$ cat src/rtl/muxn_pipe_if.sv
// Handshake bundle for muxn_pipe: an upstream valid/ready channel carrying the
// flattened data and select, and a downstream valid/ready channel carrying the result.
interface muxn_pipe_if #(
  parameter int WIDTH = 8,
  parameter int N     = 4,
  parameter int SELW  = 2
);
  logic                 in_valid;
  logic                 in_ready;
  logic [N*WIDTH-1:0]   d;
  logic [SELW-1:0]      s;
  logic                 out_valid;
  logic                 out_ready;
  logic [WIDTH-1:0]     y;
  logic [SELW-1:0]      y_sel;
  logic                 sel_err;

  modport master (
    output in_valid, d, s, out_ready,
    input  in_ready, out_valid, y, y_sel, sel_err
  );

  modport slave (
    input  in_valid, d, s, out_ready,
    output in_ready, out_valid, y, y_sel, sel_err
  );
endinterface

$ cat src/rtl/muxn_pipe.sv
// N-way WIDTH-bit registered selector with valid/ready on both sides.
// A main output register plus one skid entry keeps full rate with a registered in_ready.
module muxn_pipe #(
  parameter int WIDTH = 8,
  parameter int N     = 4,
  parameter int SELW  = 2
) (
  input  logic          clk,
  input  logic          reset,
  muxn_pipe_if.slave    bus
);

  typedef enum logic [1:0] {
    EMPTY = 2'd0,
    ONE   = 2'd1,
    TWO   = 2'd2
  } state_t;

  function automatic logic [WIDTH-1:0] select_data(
    input logic [N*WIDTH-1:0] dv,
    input logic [SELW-1:0]    sv
  );
    logic [WIDTH-1:0] r;
    r = '0;
    for (int i = 0; i < N; i++) begin
      if (int'(sv) == i) r = dv[i*WIDTH +: WIDTH];
    end
    return r;
  endfunction

  function automatic logic select_err(input logic [SELW-1:0] sv);
    return (int'(sv) >= N);
  endfunction

  state_t            state;
  logic              in_ready_r;
  logic              out_valid_r;
  logic              acc;
  logic              tak;

  logic [WIDTH-1:0]  cap_data_p0;
  logic [SELW-1:0]   cap_sel_p0;
  logic              cap_err_p0;

  logic [WIDTH-1:0]  m_data_p1;
  logic [SELW-1:0]   m_sel_p1;
  logic              m_err_p1;
  logic [WIDTH-1:0]  k_data_p1;
  logic [SELW-1:0]   k_sel_p1;
  logic              k_err_p1;

  assign acc = bus.in_valid && in_ready_r;
  assign tak = out_valid_r && bus.out_ready;

  // Stage p0: select decode on the incoming beat
  always_comb begin
    cap_data_p0 = select_data(bus.d, bus.s);
    cap_sel_p0  = bus.s;
    cap_err_p0  = select_err(bus.s);
  end

  // Stage p1: main register M and skid register K, sequenced by the handshake FSM
  always_ff @(posedge clk) begin
    if (reset) begin
      state       <= EMPTY;
      in_ready_r  <= 1'b0;
      out_valid_r <= 1'b0;
      m_data_p1   <= '0;
      m_sel_p1    <= '0;
      m_err_p1    <= 1'b0;
      k_data_p1   <= '0;
      k_sel_p1    <= '0;
      k_err_p1    <= 1'b0;
    end else begin
      case (state)
        EMPTY: begin
          in_ready_r <= 1'b1;
          if (acc) begin
            m_data_p1   <= cap_data_p0;
            m_sel_p1    <= cap_sel_p0;
            m_err_p1    <= cap_err_p0;
            out_valid_r <= 1'b1;
            state       <= ONE;
          end
        end
        ONE: begin
          if (acc && !tak) begin
            // Consumer stalled: park the new beat so M stays stable
            k_data_p1  <= cap_data_p0;
            k_sel_p1   <= cap_sel_p0;
            k_err_p1   <= cap_err_p0;
            in_ready_r <= 1'b0;
            state      <= TWO;
          end else if (acc && tak) begin
            m_data_p1 <= cap_data_p0;
            m_sel_p1  <= cap_sel_p0;
            m_err_p1  <= cap_err_p0;
          end else if (tak) begin
            out_valid_r <= 1'b0;
            state       <= EMPTY;
          end
        end
        TWO: begin
          if (tak) begin
            m_data_p1  <= k_data_p1;
            m_sel_p1   <= k_sel_p1;
            m_err_p1   <= k_err_p1;
            in_ready_r <= 1'b1;
            state      <= ONE;
          end
        end
        default: begin
          in_ready_r  <= 1'b1;
          out_valid_r <= 1'b0;
          state       <= EMPTY;
        end
      endcase
    end
  end

  assign bus.in_ready  = in_ready_r;
  assign bus.out_valid = out_valid_r;
  assign bus.y         = m_data_p1;
  assign bus.y_sel     = m_sel_p1;
  assign bus.sel_err   = m_err_p1;

endmodule

$ cat src/flat_wrapper.sv
// flat-port wrapper written by rule: the top's interface ports become plain ports
module muxn_pipe_flat 
#(
  parameter int WIDTH = 8,
  parameter int N     = 4,
  parameter int SELW  = 2
)
  (clk, reset, bus_in_valid, bus_d, bus_s, bus_out_ready, bus_in_ready, bus_out_valid, bus_y, bus_y_sel, bus_sel_err);
  muxn_pipe_if #(.WIDTH(WIDTH), .N(N), .SELW(SELW)) bus_i ();
  input  logic clk;
  input  logic reset;
  input wire logic [$bits(bus_i.in_valid)-1:0] bus_in_valid;
  input wire logic [$bits(bus_i.d)-1:0] bus_d;
  input wire logic [$bits(bus_i.s)-1:0] bus_s;
  input wire logic [$bits(bus_i.out_ready)-1:0] bus_out_ready;
  output wire logic [$bits(bus_i.in_ready)-1:0] bus_in_ready;
  output wire logic [$bits(bus_i.out_valid)-1:0] bus_out_valid;
  output wire logic [$bits(bus_i.y)-1:0] bus_y;
  output wire logic [$bits(bus_i.y_sel)-1:0] bus_y_sel;
  output wire logic [$bits(bus_i.sel_err)-1:0] bus_sel_err;
  assign bus_i.in_valid = bus_in_valid;
  assign bus_i.d = bus_d;
  assign bus_i.s = bus_s;
  assign bus_i.out_ready = bus_out_ready;
  assign bus_in_ready = bus_i.in_ready;
  assign bus_out_valid = bus_i.out_valid;
  assign bus_y = bus_i.y;
  assign bus_y_sel = bus_i.y_sel;
  assign bus_sel_err = bus_i.sel_err;
  muxn_pipe #(.WIDTH(WIDTH), .N(N), .SELW(SELW)) u_core (.clk(clk), .reset(reset), .bus(bus_i));
endmodule
$ cat config.mk
export PLATFORM = sky130hd
export DESIGN_NAME = muxn_pipe_flat
export DESIGN_NICKNAME = d
export VERILOG_FILES = /design/src/rtl/muxn_pipe_if.sv /design/src/rtl/muxn_pipe.sv /design/src/flat_wrapper.sv
export SDC_FILE = /design/constraint.sdc
export NUM_CORES = 1
export LEC_CHECK = 0
export CAP_MARGIN = 25
export CELL_PAD_IN_SITES_DETAIL_PLACEMENT = 1
export CELL_PAD_IN_SITES_GLOBAL_PLACEMENT = 2
export CORE_MARGIN = 5
export CORE_UTILIZATION = 26
export DETAILED_ROUTE_END_ITERATION = 10
export GPL_TIMING_DRIVEN = 0
export PLACE_DENSITY = 0.81
export SYNTH_ARGS = -nofsm -noshare
export SYNTH_HDL_FRONTEND = slang
export SYNTH_SLANG_ARGS = --single-unit
$ cat constraint.sdc
create_clock -name clk -period 2.91 [get_ports clk]
set_input_delay 0.4365 -clock clk [delete_from_list [all_inputs] [get_ports clk]]
set_output_delay 0.4365 -clock clk [all_outputs]
set_load 0.05 [all_outputs]
* Yosys cells after proc, flatten, opt, wreduce, memory -nomap -nowiden
Index checks and enable logic that the tools add are counted.
** Cells by class
- Reduce and logical (&&, ||, !) cells :: 13
- Multiplexer cells :: 32
- Equality and inequality tests :: 14
- Bitwise operators :: 1
** Operators with widths (count)
- 2-to-1 mux 8 bit :: 8
- case mux 8 bit (3 select lines) :: 1
- 2-to-1 mux 2 bit :: 9
- case mux 2 bit (3 select lines) :: 2
- inequality test 2 x 1 -> 1 bit, second input constant :: 5
- AND reduction 5 bit :: 2
- 2-to-1 mux 1 bit :: 9
- == test 2 bit, second input constant :: 3
- case mux 1 bit (3 select lines) :: 2
- == test 2 x 1 -> 1 bit, second input constant :: 2
- logical AND 1 bit :: 4
- logical NOT 2 bit :: 2
- inequality test 2 bit, second input constant :: 2
- AND reduction 2 bit :: 2
- AND reduction 4 bit :: 1
- inequality test 3 x 1 -> 1 bit, second input constant :: 1
- inequality test 3 x 2 -> 1 bit, second input constant :: 1
- nonzero test 3 bit :: 1
- case mux 1 bit (2 select lines) :: 1
- logical NOT 1 bit :: 1
- NOT 1 bit :: 1
** Word-level totals
- Output and inout bits :: 13
- Input port bits :: 38
- Flip-flop bits (word level) :: 25
- Word-level logic and storage cells :: 68

* Depth between registers and ports, before layout
Gate-level depths: netlist of run 1.
- Word-level depth :: 8
- Depth in mapped cells :: 5
- Depth with buffers taken out :: 4

* Worst setup path after synthesis of run 1
No wires, ideal clock.
- Path kind :: reg2reg
- Start point :: register u_core.in_ready_r (netlist: u_core.bus.in_ready)
- End point :: register u_core.m_sel_p1[0] (netlist: u_core.bus.y_sel[0])
- Required time :: 2.822 ns
- Setup time :: 0.088 ns
- Data arrival time :: 1.484 ns
- Setup slack :: 1.338 ns
- Period minus slack after synthesis :: 1.572 ns
- Buffers on the path :: 1
- Stages on the path, launching flop included :: 6
- Cells stage by stage :: dfxtp_1 -> nand3b_1 -> o22ai_2 -> buf_6 -> nor2_1 -> a311oi_2
** On the way
- Word-level cells in the longest chain between the ends :: 4
- Elaborated cells between the ends (all ways) :: 7
- Classes of those cells :: 3 x eq/ne; 4 x reduce/logical
** Ends and longest elaborated chain
- start: declaration :: line muxn_pipe.sv:36 : logic in_ready_r;
- start signal: assignment :: line muxn_pipe.sv:66 : in_ready_r <= 1'b0;
- start signal: assignment :: line muxn_pipe.sv:77 : in_ready_r <= 1'b1;
- start signal: assignment :: line muxn_pipe.sv:92 : in_ready_r <= 1'b0;
- logical AND 1 bit * :: line muxn_pipe.sv:52 : assign acc = bus.in_valid && in_ready_r;
- logical AND 1 bit, on equally long branches :: line muxn_pipe.sv:94, muxn_pipe.sv:87
- inequality test 2 x 1 -> 1 bit (no source line) or inequality test 2 bit (tied branches)
- AND reduction 5 bit (no source line) *
- end signal: assignment :: line muxn_pipe.sv:80 : m_sel_p1 <= cap_sel_p0;
- end signal: assignment :: line muxn_pipe.sv:96 : m_sel_p1 <= cap_sel_p0;
- end signal: assignment :: line muxn_pipe.sv:106 : m_sel_p1 <= k_sel_p1;
- end: declaration :: line muxn_pipe.sv:46 : logic [SELW-1:0] m_sel_p1;
Mark *: on every way between the ends. The rest lies on a longest branch, timed or not.
A chain may end at the register's enable or synchronous reset.

* Worst setup path after layout of run 1
- Start point :: register u_core.out_valid_r (netlist: u_core.bus.out_valid)
- End point :: output bus_out_valid
** RTL lines
- start: declaration :: line muxn_pipe.sv:37 : logic out_valid_r;
- start signal: assignment :: line muxn_pipe.sv:67 : out_valid_r <= 1'b0;
- start signal: assignment :: line muxn_pipe.sv:82 : out_valid_r <= 1'b1;
- start signal: assignment :: line muxn_pipe.sv:99 : out_valid_r <= 1'b0;
- end: declaration :: line flat_wrapper.sv:17 : output wire logic [$bits(bus_i.out_valid)-1:0] bus_out_valid;
No word-level cell between the ends.

==> results.py, run 1 <==
metrics = {
    "outcome": {
        "status": "complete, no violations",
    },
    "critical_path": {
        "crit_required_ns": 2.47,
        "arrival_ns": 1.63,
        "crit_chain": "clkdlybuf4s50_1",
        "crit_buf_inv": 1,
        "cp_slowest_cell": "clkdlybuf4s50_1",
        "path_max_fanout": 7,
        "crit_family": "buffers and inverters",
        "crit_type": "register to primary output",
        "cp-end-kind": "primary output",
        "worstSetupStartpointType": "register",
        "critPathMaxStageDelay_ns": 0.87,
    },
    "global_route": {
        "antenna_found_initial": 0,
        "grt.total_usage": 0.124,
        "grt_start_max_net_pins": 13,
        "grt_pass1_vias": 1291,
        "grt_pass1_wl_mm": 6.21,
        "grt_overflow_total": 0,
    },
    "route": {
        "drt_iter0_drc": 19,
        "dr.pass1.iters": 4,
        "routed_via_density": 5.03,
        "wl_per_cell_um": 15.8,
        "drc": 0,
        "wl_mm": 3.67,
        "vias": 1167,
        "antenna_left": 0,
    },
    "yosys": {
        "ys_seq_area_frac": 0.390,
        "ys_seq_elements": 24,
        "yosys_warnings": 0,
        "synth_compound_area_frac": 0.147,
        "synthCells": 128,
        "synth-simple-area-share": 0.174,
        "yosys.area_share.adder": 0,
        "synth_nets": 166,
        "ys_types": 23,
        "synth_mux_area_frac": 0.227,
        "netlist_area_um2": 1230,
        "syn_avg_cell_area_um2": 9.63,
        "synth_xor_area_frac": 0,
        "synth_top_family_by_area": "multiplexers",
    },
    "power_and_ir_drop": {
        "vdd_drop_max_mv": 0.170,
        "leakagePower_nw": 0.715,
        "power_density_nw_per_um2": 461,
    },
    "clocking": {
        "htree_levels": 1,
        "cts_hold_buffers": 0,
        "cts_made_buffers": 3,
        "cts_tree": "built",
        "cts_resized": 0,
        "cts_root_buf": "clkbuf_8",
        "clk_latency_ns": 0.27,
        "cts_buffer_depth": 2,
        "post_cts_buffers": 0,
        "cts.sinks": 24,
        "clk_pin_slew_worst_paths_ns": 0.09,
    },
    "layout": {
        "layout.nets": 218,
        "diodes": 0,
        "area_growth_pct": 47.0,
        "drive_gt1_frac": 0.135,
    },
    "sta": {
        "final_hold_viol_count": 0,
        "rsz0062_at_grt": "false",
        "setup_violations": 0,
        "tns_ns": 0,
        "fmax_ghz": 0.484,
        "min_period_over_period": 0.710,
        "maxSlewHeadroom": 0.644,
        "holdWs_ns": 0.488,
        "min_period_ns": 2.07,
        "finalMaxSlewViolations": 0,
        "worst_pin_slew_ns": 0.533,
        "finClkSkew_ns": 0.00357,
    },
    "hold_path": {
        "hp-class": "register to register",
    },
    "die": {
        "die_h_um": 78.9,
        "initial_utilization": 0.264,
        "placementRows": 25,
        "die-area_um2": 6220,
        "dieWidth_um": 78.9,
        "ioPinCount": 51,
        "core_area_um2": 4660,
    },
    "place": {
        "gp_congestion": 0.731,
        "port_buffers": 47,
        "dp_hpwl_mm": 2.91,
    },
    "job": {
        "maxCapViolations": 0,
    },
}
-- worst reg2reg max path: cells and delay by family (launching register included) --
family,cells,cell delay [ns]
flops,1,0.43
mux,1,0.17
buf+inv,1,0.23
simple gates,2,0.23
compound gates,1,0.26
-- area by class of cell --
class	count	area (µm²)
inverter	2	7.51
timing repair buffer	47	470
sequential	24	480
fill	537	2850
multi-input combinational	92	679
clock buffer	3	41.3
tap	54	67.6
buffer	10	65.1
-- sequential cells by signal, summed over array words and instances (netlist names) --
signal	count
u_core.bus.in_ready	1
u_core.k_sel_p1	2
u_core.bus.y_sel	2
u_core.bus.y	8
u_core.state	2
u_core.bus.out_valid	1
u_core.k_data_p1	8
-- worst paths after layout --
| kind | start | end | slack, ns | depth (start not counted) |
|---|---|---|---|---|
| worst max-delay path | u_core.bus.out_valid$_SDFFE_PP0P_ | bus_out_valid | 0.84 | 1 |
| worst min-delay path | u_core.k_data_p1[1]$_SDFFE_PP0P_ | u_core.bus.y[1]$_SDFFE_PP0P_ | 0.49 | 2 |
| worst max register to register | u_core.state[0]$_SDFFE_PP0P_ | u_core.k_data_p1[3]$_SDFFE_PP0P_ | 1.46 | 5 |
| worst min register to register | u_core.k_data_p1[1]$_SDFFE_PP0P_ | u_core.bus.y[1]$_SDFFE_PP0P_ | 0.49 | 2 |
-- cell families after synthesis --
kind of cell | after synthesis
DFF | 24
and+or+nand+nor | 53
buffers and inverters | 12
muxes | 18
other | 1
AOI/OAI and AO/OA | 20
-- cells in the final DEF (no fill, tap or decap), types with 2 or more instances in the layout --
cell type and instances:
inv_1 2, nor2_1 21, buf_4 2, nand2_1 26, a311oi_2 2, clkbuf_8 3, clkdlybuf4s50_1 47, buf_2 4
dfxtp_1 24, nand4_1 2, clkbuf_1 2, a21oi_1 5, mux2i_1 10, a311oi_1 9, buf_6 2, mux4_2 8
-- per-layer routing --
layer / part of all wire / GRT usage / routed length, µm
met3: 0.053 / 0.0193 / 196
met5: 0 / 0 / 0
met2: 0.52 / 0.235 / 1920
met1: 0.41 / 0.143 / 1490
met4: 0.014 / 0.0361 / 51
-- through the flow --
stage | instance area, µm² | utilization | cells | power, W | worst slack (ns)
final | 1810 | 0.389 | 232 | 0.000834 | 0.844
after global routing | 1810 | 0.389 | 232 | 0.000875 | 0.777
after CTS | 1810 | 0.389 | 232 | 0.000842 | 0.836
after detailed placement | 1770 | 0.380 | 229 | 0.000645 | 0.912
after global placement | 1770 | 0.380 | 229 | 0.000639 | 0.970
after floorplan | 1230 | - | 128 | 0.000534 | 1.34
-- synthesized netlist by cell type (all sizes together) --
master | count | area share
nand3b | 1 | 0.0061
conb | 1 | 0.0030
nor2b | 1 | 0.0051
o21ba | 1 | 0.0081
mux4 | 8 | 0.15
buf | 8 | 0.047
clkbuf | 2 | 0.0061
o22ai | 1 | 0.010
a31oi | 1 | 0.0051
mux2i | 10 | 0.081
nand3 | 1 | 0.0041
nand2 | 26 | 0.079
a21boi | 1 | 0.015
dfxtp | 24 | 0.39
nand2b | 1 | 0.0051
nor2 | 21 | 0.064
a311oi | 11 | 0.088
nand4 | 2 | 0.010
inv | 2 | 0.0061
a21oi | 5 | 0.020
-- where the power goes --
part | total (W) | internal [W] | leakage, nW | switching [W]
combinational | 0.000265 | 0.000125 | 0.497 | 0.000140
clock | 0.000200 | 0.0000927 | 0.0216 | 0.000108
sequential | 0.000369 | 0.000351 | 0.196 | 0.0000185
total | 0.000834 | 0.000568 | 0.715 | 0.000266
Note: power is estimated with default switching activity, not from simulation.
==> run 2: changes to the inputs <==
Settings changed: CORE_UTILIZATION 26 to 22, PLACE_DENSITY 0.81 to 0.73.
Clock period 2.91 ns to 1.9 ns, I/O delays scaled along.
==> run 2 against run 1 <==
Via count shrank 0.94%. Clock power increased by 52%. Clock skew is 0.0016 ns lower. Worst setup slack got worse by 0.77 ns. Non-clock buffer count unchanged. Wire length rose by 3.9%. Clock-buffer cell count is the same. Total power grew 53%. Critical path type unchanged. Critical endpoint is now bus_in_ready.
==> results.py, run 2 (synthesis gave the netlist of run 1 again) <==
metrics = {
    "route": {
        "wl_per_cell_um": 15.2,
        "dr.pass1.iters": 3,
        "vias": 1156,
        "antenna_left": 0,
        "wl_mm": 3.81,
        "drt_iter0_drc": 22,
        "routed_via_density": 4.62,
        "drc": 0,
    },
    "die": {
        "initial_utilization": 0.225,
        "ioPinCount": 51,
        "dieWidth_um": 84.8,
        "die-area_um2": 7200,
        "die_h_um": 84.8,
        "placementRows": 27,
        "core_area_um2": 5470,
    },
    "layout": {
        "drive_gt1_frac": 0.135,
        "diodes": 0,
        "regArea_um2": 480,
        "finish.utilization": 0.335,
        "layout.nets": 218,
        "layout_common_cells": "clkdlybuf4s50_1, nand2_1, dfxtp_1, nor2_1, mux2i_1",
        "area_growth_pct": 48.7,
        "fillers": 645,
        "layout_commonest_cell": "clkdlybuf4s50_1",
        "multi_input_area_um2": 679,
    },
    "clocking": {
        "cts_made_buffers": 3,
        "cts.sinks": 24,
        "cts_hold_buffers": 0,
        "htree_levels": 1,
        "clk_pin_slew_worst_paths_ns": 0.08,
        "post_cts_buffers": 0,
        "clk_latency_ns": 0.26,
        "cts_tree": "built",
        "cts_root_buf": "clkbuf_8",
        "cts_resized": 1,
        "cts_buffer_depth": 2,
    },
    "global_route": {
        "grt_pass1_wl_mm": 6.42,
        "grt_pass1_vias": 1307,
        "grt_start_max_net_pins": 13,
        "grt_overflow_total": 0,
        "antenna_found_initial": 0,
        "grt.total_usage": 0.112,
    },
    "critical_path": {
        "crit_chain": "clkdlybuf4s50_1",
        "arrival_ns": 1.54,
        "crit_required_ns": 1.62,
        "cp_slowest_cell": "clkdlybuf4s50_1",
        "critPathMaxStageDelay_ns": 0.84,
        "cp-end-kind": "primary output",
        "path_max_fanout": 6,
        "crit_type": "register to primary output",
        "worstSetupStartpointType": "register",
        "worst-r2r-setup-slack_ns": 0.43,
        "crit_family": "buffers and inverters",
        "crit_buf_inv": 1,
    },
    "power_and_ir_drop": {
        "vdd_drop_max_mv": 0.229,
        "power_density_nw_per_um2": 696,
        "leakagePower_nw": 0.718,
    },
    "sta": {
        "maxSlewHeadroom": 0.645,
        "min_period_over_period": 0.961,
        "worst_pin_slew_ns": 0.533,
        "finClkSkew_ns": 0.00193,
        "finalMaxSlewViolations": 0,
        "tns_ns": 0,
        "min_period_ns": 1.83,
        "rsz0062_at_grt": "false",
        "fmax_ghz": 0.548,
        "final_hold_viol_count": 0,
        "setup_violations": 0,
    },
    "job": {
        "maxCapViolations": 0,
    },
    "outcome": {
        "status": "complete, no violations",
    },
    "place": {
        "port_buffers": 47,
        "dp_hpwl_mm": 3.06,
        "gp_congestion": 0.754,
    },
    "hold_path": {
        "hp-class": "primary input to register",
    },
}
[run 2: cell count changes in the layout (fill, tap and decap cells not counted), sizes merged]
cell | before | now
clkdlybuf4s50 | 47 | 46
dlygate4sd2 | 0 | 1
[run 2: area by class of cell]
| cell class | instances | area share |
|---|---|---|
| inverter | 2 | 0.00410 |
| multi-input combinational | 92 | 0.371 |
| buffer | 10 | 0.0355 |
| sequential | 24 | 0.262 |
| timing repair buffer | 47 | 0.256 |
| tap | 72 | 0.0491 |
| clock buffer | 3 | 0.0225 |
[run 2: final timing paths]
path                                     from                          endpoint  cells past startpoint
max          u_core.bus.in_ready$_SDFFE_PP0P_                      bus_in_ready                      1
min                                  bus_s[0]   u_core.k_sel_p1[0]$_SDFFE_PP0P_                      3
max reg2reg      u_core.state[0]$_SDFFE_PP0P_  u_core.k_data_p1[7]$_SDFFE_PP0P_                      5
min reg2reg  u_core.k_data_p1[7]$_SDFFE_PP0P_      u_core.bus.y[7]$_SDFFE_PP0P_                      2
[run 2: report_power, final]
part,total (W),internal [W],switching (W),leakage (nW)
clock,0.000304,0.000142,0.000162,0.0216
combinational,0.000406,0.000189,0.000217,0.501
sequential,0.000566,0.000537,0.0000286,0.196
[run 2: routing by layer]
layer / vias up / GRT usage / share of wire
li1: 558 / - / -
met1: 564 / 0.123 / 0.40
met2: 30 / 0.211 / 0.55
met3: 4 / 0.0243 / 0.042
met4: 0 / 0.0345 / 0.012
met5: - / 0 / 0
[run 2: per-stage QoR]
stage	hold WS, ns	area (µm²)	total power [W]	cells	worst slack [ns]
3_5_place_dp	0.477	1790	0.000992	247	0.0338
5_1_grt	0.386	1830	0.00134	250	0.0307
6_report	0.365	1830	0.00128	250	0.0741
4_1_cts	0.368	1830	0.00129	250	0.0591
2_1_floorplan	0.357	1230	0.000818	128	0.328
3_3_place_gp	0.470	1790	0.000979	247	0.0997
